===== src/rtl/ysyx_24110006_lsu_pkg.sv =====
// Shared types and constants for the ysyx_24110006 load/store unit.
package ysyx_24110006_lsu_pkg;

  // Controller states
  typedef enum logic [2:0] {
    ST_IDLE = 3'd0,
    ST_AR   = 3'd1,
    ST_R    = 3'd2,
    ST_AW_W = 3'd3,
    ST_B    = 3'd4,
    ST_DONE = 3'd5
  } lsu_state_e;

  // Load funct3 encodings
  localparam logic [2:0] LB  = 3'b000;
  localparam logic [2:0] LH  = 3'b001;
  localparam logic [2:0] LW  = 3'b010;
  localparam logic [2:0] LBU = 3'b100;
  localparam logic [2:0] LHU = 3'b101;

  // Unshifted store byte masks
  localparam logic [3:0] MASK_B = 4'b0001;
  localparam logic [3:0] MASK_H = 4'b0011;
  localparam logic [3:0] MASK_W = 4'b1111;

  // AXI response codes
  localparam logic [1:0] OKAY   = 2'b00;
  localparam logic [1:0] SLVERR = 2'b10;
  localparam logic [1:0] DECERR = 2'b11;

  // Natural-alignment check; a load takes priority over a store when both are set.
  function automatic logic is_misaligned(input logic       ren,
                                         input logic       wen,
                                         input logic [2:0] read_t,
                                         input logic [3:0] wmask,
                                         input logic [1:0] addr_lo);
    logic mis;
    mis = 1'b0;
    if (ren) begin
      case (read_t)
        LW:      mis = (addr_lo != 2'b00);
        LH, LHU: mis = addr_lo[0];
        default: mis = 1'b0;
      endcase
    end else if (wen) begin
      case (wmask)
        MASK_W:  mis = (addr_lo != 2'b00);
        MASK_H:  mis = addr_lo[0];
        default: mis = 1'b0;
      endcase
    end else begin
      mis = 1'b0;
    end
    return mis;
  endfunction

endpackage


===== src/rtl/ysyx_24110006_lsu_align.sv =====
// Byte-lane steering: load extract/extend and store shift onto the 32-bit bus.
module ysyx_24110006_lsu_align
  import ysyx_24110006_lsu_pkg::*;
(
  input  logic [31:0] rdata_i,
  input  logic [1:0]  addr_lo_i,
  input  logic [2:0]  read_t_i,
  input  logic [31:0] wdata_i,
  input  logic [3:0]  wmask_i,
  output logic [31:0] load_data_o,
  output logic [31:0] store_data_o,
  output logic [3:0]  store_strb_o
);

  logic [31:0] rshift_s;

  // Bring the addressed lane down to bit 0, then sign- or zero-extend it.
  always_comb begin
    rshift_s = rdata_i >> {addr_lo_i, 3'b000};
    case (read_t_i)
      LB:      load_data_o = {{24{rshift_s[7]}}, rshift_s[7:0]};
      LH:      load_data_o = {{16{rshift_s[15]}}, rshift_s[15:0]};
      LBU:     load_data_o = {24'd0, rshift_s[7:0]};
      LHU:     load_data_o = {16'd0, rshift_s[15:0]};
      LW:      load_data_o = rshift_s;
      default: load_data_o = rdata_i;
    endcase
  end

  // Move store data and byte strobes up to the addressed lanes.
  always_comb begin
    store_data_o = wdata_i << {addr_lo_i, 3'b000};
    store_strb_o = wmask_i << addr_lo_i;
  end

endmodule


===== src/rtl/ysyx_24110006_lsu.sv =====
// Load/store unit: turns one execute-stage instruction into at most one
// single-beat AXI4-Lite transaction and returns the write-back value.
module ysyx_24110006_lsu
  import ysyx_24110006_lsu_pkg::*;
#(
  parameter int ADDR_W = 32,
  parameter int DATA_W = 32
) (
  input  logic              i_clock,
  input  logic              i_reset,
  input  logic              i_valid,
  input  logic              i_mem_ren,
  input  logic              i_mem_wen,
  input  logic [3:0]        i_mem_wmask,
  input  logic [2:0]        i_mem_read_t,
  input  logic [ADDR_W-1:0] i_mem_addr,
  input  logic [DATA_W-1:0] i_wdata,
  input  logic [DATA_W-1:0] i_result,
  output logic              o_valid,
  output logic [DATA_W-1:0] o_result,
  output logic              o_fault,
  output logic [ADDR_W-1:0] o_araddr,
  output logic              o_arvalid,
  input  logic              i_arready,
  input  logic [DATA_W-1:0] i_rdata,
  input  logic [1:0]        i_rresp,
  input  logic              i_rvalid,
  output logic              o_rready,
  output logic [ADDR_W-1:0] o_awaddr,
  output logic              o_awvalid,
  input  logic              i_awready,
  output logic [DATA_W-1:0] o_wdata,
  output logic [3:0]        o_wstrb,
  output logic              o_wvalid,
  input  logic              i_wready,
  input  logic [1:0]        i_bresp,
  input  logic              i_bvalid,
  output logic              o_bready
);

  lsu_state_e        state_q, state_d;
  logic [ADDR_W-1:0] addr_q, addr_d;
  logic [2:0]        read_t_q, read_t_d;
  logic [3:0]        wmask_q, wmask_d;
  logic [DATA_W-1:0] wdata_q, wdata_d;
  logic [DATA_W-1:0] res_q, res_d;
  logic [DATA_W-1:0] result_q, result_d;
  logic              fault_q, fault_d;
  logic              aw_done_q, aw_done_d;
  logic              w_done_q, w_done_d;

  logic              misalign_s;
  logic              aw_fin_s;
  logic              w_fin_s;
  logic [31:0]       load_data_s;
  logic [31:0]       store_data_s;
  logic [3:0]        store_strb_s;

  assign misalign_s = is_misaligned(i_mem_ren, i_mem_wen, i_mem_read_t,
                                    i_mem_wmask, i_mem_addr[1:0]);
  // A channel is finished once it handshook earlier or is handshaking now.
  assign aw_fin_s   = aw_done_q | (o_awvalid & i_awready);
  assign w_fin_s    = w_done_q  | (o_wvalid  & i_wready);

  ysyx_24110006_lsu_align u_align (
    .rdata_i      (i_rdata),
    .addr_lo_i    (addr_q[1:0]),
    .read_t_i     (read_t_q),
    .wdata_i      (wdata_q),
    .wmask_i      (wmask_q),
    .load_data_o  (load_data_s),
    .store_data_o (store_data_s),
    .store_strb_o (store_strb_s)
  );

  // State and datapath registers with synchronous active-low reset.
  always_ff @(posedge i_clock) begin
    if (!i_reset) begin
      state_q   <= ST_IDLE;
      addr_q    <= '0;
      read_t_q  <= 3'd0;
      wmask_q   <= 4'd0;
      wdata_q   <= '0;
      res_q     <= '0;
      result_q  <= '0;
      fault_q   <= 1'b0;
      aw_done_q <= 1'b0;
      w_done_q  <= 1'b0;
    end else begin
      state_q   <= state_d;
      addr_q    <= addr_d;
      read_t_q  <= read_t_d;
      wmask_q   <= wmask_d;
      wdata_q   <= wdata_d;
      res_q     <= res_d;
      result_q  <= result_d;
      fault_q   <= fault_d;
      aw_done_q <= aw_done_d;
      w_done_q  <= w_done_d;
    end
  end

  // Next-state logic: alignment faults and non-memory ops skip the bus.
  always_comb begin
    state_d = state_q;
    case (state_q)
      ST_IDLE: begin
        if (i_valid) begin
          if (misalign_s)     state_d = ST_DONE;
          else if (i_mem_ren) state_d = ST_AR;
          else if (i_mem_wen) state_d = ST_AW_W;
          else                state_d = ST_DONE;
        end else begin
          state_d = ST_IDLE;
        end
      end
      ST_AR: begin
        if (o_arvalid && i_arready) state_d = ST_R;
        else                        state_d = ST_AR;
      end
      ST_R: begin
        if (i_rvalid) state_d = ST_DONE;
        else          state_d = ST_R;
      end
      ST_AW_W: begin
        if (aw_fin_s && w_fin_s) state_d = ST_B;
        else                     state_d = ST_AW_W;
      end
      ST_B: begin
        if (i_bvalid) state_d = ST_DONE;
        else          state_d = ST_B;
      end
      ST_DONE: state_d = ST_IDLE;
      default: state_d = ST_IDLE;
    endcase
  end

  // Datapath next values: capture on accept, write back result/fault on completion.
  always_comb begin
    addr_d    = addr_q;
    read_t_d  = read_t_q;
    wmask_d   = wmask_q;
    wdata_d   = wdata_q;
    res_d     = res_q;
    result_d  = result_q;
    fault_d   = fault_q;
    aw_done_d = aw_done_q;
    w_done_d  = w_done_q;
    case (state_q)
      ST_IDLE: begin
        if (i_valid) begin
          addr_d    = i_mem_addr;
          read_t_d  = i_mem_read_t;
          wmask_d   = i_mem_wmask;
          wdata_d   = i_wdata;
          res_d     = i_result;
          aw_done_d = 1'b0;
          w_done_d  = 1'b0;
          if (misalign_s) begin
            result_d = i_mem_addr;
            fault_d  = 1'b1;
          end else if (!i_mem_ren && !i_mem_wen) begin
            result_d = i_result;
            fault_d  = 1'b0;
          end else begin
            // Bus op: previous result stays visible until this one completes.
            result_d = result_q;
            fault_d  = fault_q;
          end
        end else begin
          addr_d = addr_q;
        end
      end
      ST_R: begin
        if (i_rvalid) begin
          result_d = load_data_s;
          fault_d  = (i_rresp != OKAY);
        end else begin
          result_d = result_q;
        end
      end
      ST_AW_W: begin
        aw_done_d = aw_fin_s;
        w_done_d  = w_fin_s;
      end
      ST_B: begin
        if (i_bvalid) begin
          result_d = res_q;
          fault_d  = (i_bresp != OKAY);
        end else begin
          result_d = result_q;
        end
      end
      default: result_d = result_q;
    endcase
  end

  // Output decode from the registered state; AW and W drop independently.
  always_comb begin
    o_valid   = 1'b0;
    o_arvalid = 1'b0;
    o_rready  = 1'b0;
    o_awvalid = 1'b0;
    o_wvalid  = 1'b0;
    o_bready  = 1'b0;
    case (state_q)
      ST_AR:   o_arvalid = 1'b1;
      ST_R:    o_rready  = 1'b1;
      ST_AW_W: begin
        o_awvalid = ~aw_done_q;
        o_wvalid  = ~w_done_q;
      end
      ST_B:    o_bready  = 1'b1;
      ST_DONE: o_valid   = 1'b1;
      default: o_valid   = 1'b0;
    endcase
  end

  assign o_araddr = addr_q;
  assign o_awaddr = {addr_q[ADDR_W-1:2], 2'b00};
  assign o_wdata  = store_data_s;
  assign o_wstrb  = store_strb_s;
  assign o_result = result_q;
  assign o_fault  = fault_q;

endmodule


===== config.mk =====
export PLATFORM = sky130hd
export DESIGN_NAME = ysyx_24110006_lsu
export DESIGN_NICKNAME = d
export VERILOG_FILES = /design/src/rtl/ysyx_24110006_lsu_pkg.sv /design/src/rtl/ysyx_24110006_lsu_align.sv /design/src/rtl/ysyx_24110006_lsu.sv
export SDC_FILE = /design/constraint.sdc
export NUM_CORES = 1
export LEC_CHECK = 0
export BUFFER_PORTS_ARGS = -buffer_cell sky130_fd_sc_hd__buf_2
export CAP_MARGIN = 40
export CORE_MARGIN = 4
export CORE_UTILIZATION = 51
export CTS_CLUSTER_SIZE = 25
export DETAILED_ROUTE_END_ITERATION = 12
export GPL_TIMING_DRIVEN = 0
export PLACE_DENSITY = 0.94
export SKIP_LAST_GASP = 1
export SYNTH_ARGS = -nofsm -noshare
export SYNTH_HDL_FRONTEND = slang
export SYNTH_HIERARCHICAL = 1
export SYNTH_SLANG_ARGS = --single-unit

===== constraint.sdc =====
create_clock -name i_clock -period 2.3 [get_ports i_clock]
set_clock_uncertainty 0.1 [all_clocks]
set_input_delay 0.575 -clock i_clock [delete_from_list [all_inputs] [get_ports i_clock]]
set_output_delay 0.575 -clock i_clock [all_outputs]
set_load 0.03 [all_outputs]

# --- Yosys cells after proc, flatten, opt, wreduce, memory -nomap -nowiden ---
# Cells that the tools add are included.
totals:
  reg_bits: 141
op_classes:
  eq_ne: 18
  n_shift: 3
  n_mux: 35
  n_bitwise: 6
  reduce_logical: 16
ops:
  columns: ["cell", "n"]
  rows:
  - ["2-to-1 mux 32 bit", 5]
  - ["case mux 32 bit (5 select lines)", 1]
  - ["case mux 32 bit (3 select lines)", 1]
  - ["<< shifter 32 x 5 -> 32 bit", 1]
  - [">> shifter 32 x 5 -> 32 bit", 1]
  - ["2-to-1 mux 3 bit", 6]
  - ["equality test 3 bit (second input constant)", 5]
  - ["2-to-1 mux 1 bit", 15]
  - ["case mux 3 bit (5 select lines)", 1]
  - ["equality test 3 x 2 -> 1 bit (second input constant)", 4]
  - ["equality test 3 x 1 -> 1 bit (second input constant)", 3]
  - ["case mux 1 bit (2 select lines)", 4]
  - ["nonzero test 2 bit", 4]
  - ["logical NOT 3 bit", 2]
  - ["!= test 2 bit (second input constant)", 3]
  - ["AND reduction 5 bit", 1]
  - ["equality test 4 x 2 -> 1 bit (second input constant)", 1]
  - ["equality test 4 bit (second input constant)", 1]
  - ["AND reduction 2 bit", 2]
  - ["<< shifter 4 x 2 -> 4 bit", 1]
  - ["logical AND 1 bit", 3]
  - ["!= test 3 bit (second input constant)", 1]
  - ["case mux 1 bit (3 select lines)", 1]
  - ["nonzero test 3 bit", 1]
  - ["6 further kinds", 10]

# --- Depth between registers and ports, before layout ---
depth:
  ltp_word: 7
  ltp_mapped: 10
  ltp_nobuf: 7

# --- Cells and area by module ---
# Netlist, hierarchy kept.
modules_own_cells:
  columns: ["mod", "n_inst", "cells_each", "area_each_um2", "seq_area_each_um2"]
  rows:
  - ["ysyx_24110006_lsu", 1, 811, 6491.2, 2822.7]
  - ["ysyx_24110006_lsu_align", 1, 249, 1582.8, 0.0]

# --- Least setup slack after synthesis ---
# OpenSTA, ideal clock, no wires.
synth_timing:
  kind: "reg2out"
  startpoint: "register addr_q[0], in the netlist o_araddr[0]"
  endpoint: "output port o_wstrb[2]"
  arrival_ps: 2114
  required_ps: 1625
  slack_ps: -489
  stages_incl_launch_ff: 7
  n_path_buf: 4
  cell_sequence: "dfxtp_1 -> buf_4 -> buf_6 -> buf_2 -> buf_1 -> mux2i_1 -> o21ai_0"
synth_between:
  elab_chain_len: 1
synth_rtl:
  columns: ["item", "line_no", "rtl"]
  rows:
  - ["from (decl)", "ysyx_24110006_lsu.sv:42", "logic [ADDR_W-1:0] addr_q, addr_d;"]
  - ["from (signal assigned)", "ysyx_24110006_lsu.sv:91", "addr_q <= addr_d;"]
  - ["<< shifter 4 x 2 -> 4 bit", "ysyx_24110006_lsu_align.sv:33", "store_strb_o = wmask_i << addr_lo_i;"]
  - ["to (decl)", "ysyx_24110006_lsu.sv:33", "output logic [3:0] o_wstrb,"]
# Every way passes these cells.

# --- Worst setup path in the final report ---
layout_timing:
  startpoint: "register addr_q[0], in the netlist o_araddr[0]"
  endpoint: "register result_q[20], in the netlist o_result[20]"
layout_between:
  elab_chain_len: 4
layout_rtl:
  columns: ["item", "line_no", "rtl"]
  rows:
  - [">> shifter 32 x 5 -> 32 bit", "ysyx_24110006_lsu_align.sv:19", "rshift_s = rdata_i >> {addr_lo_i, 3'b000};"]
  - ["case mux 32 bit (5 select lines)", "ysyx_24110006_lsu_align.sv:20", "case (read_t_i)"]
  - ["net load_data_s[20]", "ysyx_24110006_lsu.sv:55", "logic [31:0] load_data_s;"]
  - ["2-to-1 mux 32 bit", "ysyx_24110006_lsu.sv:175", "if (i_rvalid) begin"]
  - ["case mux 32 bit (3 select lines)", "ysyx_24110006_lsu.sv:149", "case (state_q)"]
  - ["to (signal assigned)", "ysyx_24110006_lsu.sv:96", "result_q <= result_d;"]
  - ["to (decl)", "ysyx_24110006_lsu.sv:47", "logic [DATA_W-1:0] result_q, result_d;"]
# The timed path passes the listed nets, and every way through them passes these cells. The select of a mux whose other input is x is not followed.
# A chain may end at the register's enable or synchronous reset.

==> summary.md <==
| Metric | Value |
|---|---|
| Status | `complete, but fails checks` |
| Failing checks | `negative setup slack` |
| Main flop type after synthesis | `dfxtp_1` |
| WHS | `0.2728 ns` |
| Top post-synthesis cells by count | `232 x nand2_1, 193 x a21oi_1, 141 x dfxtp_1` |
| Clk sinks | `141` |
| Std-Cell Rows | `45` |
| Post-synth top area cell | `dfxtp_1` |
| Highest clock rate | `0.4023 GHz` |
| Kind of start point of the critical path | `flip-flop` |
| Setup violators final | `51` |
| Seq/Total Area, Yosys | `0.3496` |
| Hpwl dp | `24,680 µm` |
| Fraction of layout cells with a size suffix above 1 | `0.4114` |
| Slew Limit Fails | `0` |
| Routed WL | `35,510 µm` |
| Synth Warn # | `6` |
| DR iter-0 viols | `1,167` |
| Mapped Cells | `1,060` |
| Internal | `6031 µW` |
| Maximum fanout along the worst path | `6` |
| Fraction of power consumed by combinational cells | `0.435` |
| CP max-delay cell | `nor3b_1` |
| Residual DRC count | `0` |
| Fin crit share | `1.081` |
| Cell Area, Synth | `8074 µm²` |
| IO Pins | `288` |
| CTS Buf Count | `17` |
| Area Overhead vs Synth | `44.37%` |
| Total Power | `10,230 µW` |
| Hold/Removal Path Class | `in -> reg` |
| Share of flip-flops with an asynchronous set or reset | `0` |
| Top-count cell post-synth | `nand2_1` |
| Gr usage total | `0.3758` |
| Worst-path clk slew | `0.07 ns` |
| Buf+Inv Stages, Crit Path | `4` |
| Crit-path most repeated cell | `buf_12` |
| Die Span Y | `133.8 µm` |
| Fillers | `1,102` |
| Critical path's largest stage delay | `0.39 ns` |
| Part of the power in the clock network | `0.270` |
| Area contributors post-synth | `dfxtp_1 35%, a21oi_1 12%, nand2_1 11%, a311oi_2 5.4%, mux2i_1 3.7%` |
| Hold Fails Final Rpt | `0` |
| Crit path time final | `2.485 ns` |
| CTS Hold Bufs | `0` |
| Crit end category | `flip-flop` |
| Peak supply drop | `0.0006145 V` |
| Sw Share | `0.4102` |
| Worst path arrival time | `2.73 ns` |
| Synth top area share | `0.3496` |
| Seq pwr share | `0.296` |
| # nets final | `1,536` |
| Critical path class | `reg -> reg` |
| Total number of vias | `10.06k` |
| Distinct cells, synth | `57` |
| CP Cell Sequence | `buf_12, mux2i_1, nor3b_1, o22ai_2, buf_6, a21oi_4, buf_12, buf_12, a2bb2oi_4, a22oi_2, a311oi_2` |
| Worst slew margin | `0.4444` |
| Pre-Repair DR Iteration Count | `6` |
| Initial core utilization | `0.5253` |
| Largest net degree at the start of global routing | `17` |
| Vias in the first global route | `9,567` |
| Avg Vias per Cell | `6.234` |
| Antenna violations before repair | `6` |
| Switching power of the nets | `4194 µW` |
| RSZ-0062 raised after global routing | `true` |
| Largest delay share family, worst path | `compound AO/OA/AOI/OAI gates` |
| Die width | `133.8 µm` |
| Number of synthesized flops with an enable pin | `0` |
| # port buffers | `285` |
| Die ar. | `17,910 µm²` |
| Post-DRT Antenna Nets | `0` |
| Root Driver | `clkbuf_16` |
| P per Cell Area | `877.3 nW/µm²` |
| Clk buf depth | `2` |
| Max Cap Viol | `0` |
| Worst-Skew Late Latency | `0.44 ns` |
| Leak | `0.004804 µW` |
| Worst Setup Slack, final | `-0.1854 ns` |
| Multi-input gate area | `5152 µm²` |
| Syn Area/Cell | `7.617 µm²` |
| Total grt overflow | `0` |
| Core Region | `15,370 µm²` |
| WL/cell | `22.00 µm` |
| CTS tree | `done` |
| H-Tree Depth | `4` |
| Gpl congestion | `0.9911` |
| Crit path required time | `2.54 ns` |
| First-pass GRT wire length | `53,050 µm` |
| Register area | `2833 µm²` |
| Post-synthesis register bit count | `141` |
| Worst-Margin Slew | `0.8335 ns` |
-- worst paths after layout --
path	to	slack [ns]	depth (start not counted)	start
max	o_result[20]$_SDFFE_PN0P_	-0.19	11	o_araddr[0]$_SDFFE_PN0P_
min	wdata_q[1]$_SDFFE_PN0P_	0.27	3	i_wdata[1]
max reg2reg	o_result[20]$_SDFFE_PN0P_	-0.19	11	o_araddr[0]$_SDFFE_PN0P_
min reg2reg	wmask_q[3]$_SDFFE_PN0P_	0.36	2	wmask_q[3]$_SDFFE_PN0P_
-- kinds of logic after synthesis --
family,share of synthesized area
simple gates,0.1686
other cells,0.0004645
flops,0.3496
xor+xnor,0.002015
compound gates,0.3414
mux,0.04974
buf+inv,0.08817
-- sequential cells by signal, summed over array words and instances, names as in the netlist --
register	cells
o_araddr	32
o_result	32
res_q	32
wdata_q	32
wmask_q	4
read_t_q	3
state_q	3
aw_done_q	1
o_fault	1
w_done_q	1
-- per-layer routing --
metal / vias up / global-route usage / share of wire
met5: - / 0 / 0.0012
met3: 187 / 0.1125 / 0.13
met4: 6 / 0.1749 / 0.054
li1: 4418 / - / -
met1: 4555 / 0.4435 / 0.35
met2: 895 / 0.6286 / 0.47
-- tightest hold or removal path, cell delays in order --
cell     delay [ns]
buf_2          0.10
nand2_1        0.04
a21oi_1        0.05
-- cell type report --
type / instances / share of cell area
Sequential cell: 141 / 0.2430
Tap cell: 211 / 0.02265
Inverter: 6 / 0.001932
Clock inverter: 13 / 0.01224
Clock buffer: 19 / 0.03714
Antenna cell: 3 / 0.0006441
Multi-Input combinational cell: 782 / 0.4420
Timing Repair Buffer: 312 / 0.1660
Buffer: 127 / 0.07439
-- power by group through the flow --
stage	sequential (µW)	combinational (µW)	clock (µW)
2_1_floorplan	3320	2210	0
3_3_place_gp	3000	3590	0
3_5_place_dp	3020	3640	0
4_1_cts	3000	4120	2720
5_1_grt	3050	4660	2860
6_report	3020	4450	2760
-- cells in the final DEF (no fill, tap or decap), types with 29 or more instances in the layout --
cell type	instances
buf_2	257
nand2_1	231
a21oi_1	183
dfxtp_1	137
buf_4	60
o21ai_0	50
clkbuf_1	45
buf_6	41
a31oi_1	36
a22oi_1	33
a311oi_2	29
-- metrics by stage --
stage | TNS (ns) | instance area (µm²) | cells | utilization | setup WS, ns
finish | -3.733 | 11660 | 1614 | 0.7583 | -0.1854
global route | -5.055 | 11650 | 1612 | 0.7580 | -0.1812
CTS | -1.697 | 11390 | 1606 | 0.7409 | -0.1061
detailed placement | -33.46 | 9872 | 1557 | 0.6422 | -0.5016
global placement | -30.81 | 9872 | 1557 | 0.6422 | -0.4720
floorplan | 0 | 8182 | 1061 | - | 0.02217
-- repair_timing --
item,4_1_cts,5_1_grt
pin swaps,15,22
cloned,4,0
gates resized for setup,196,61
endpoints found under the setup margin,151,130
buffers inserted,16,8
(Power assumes the default switching activity.)
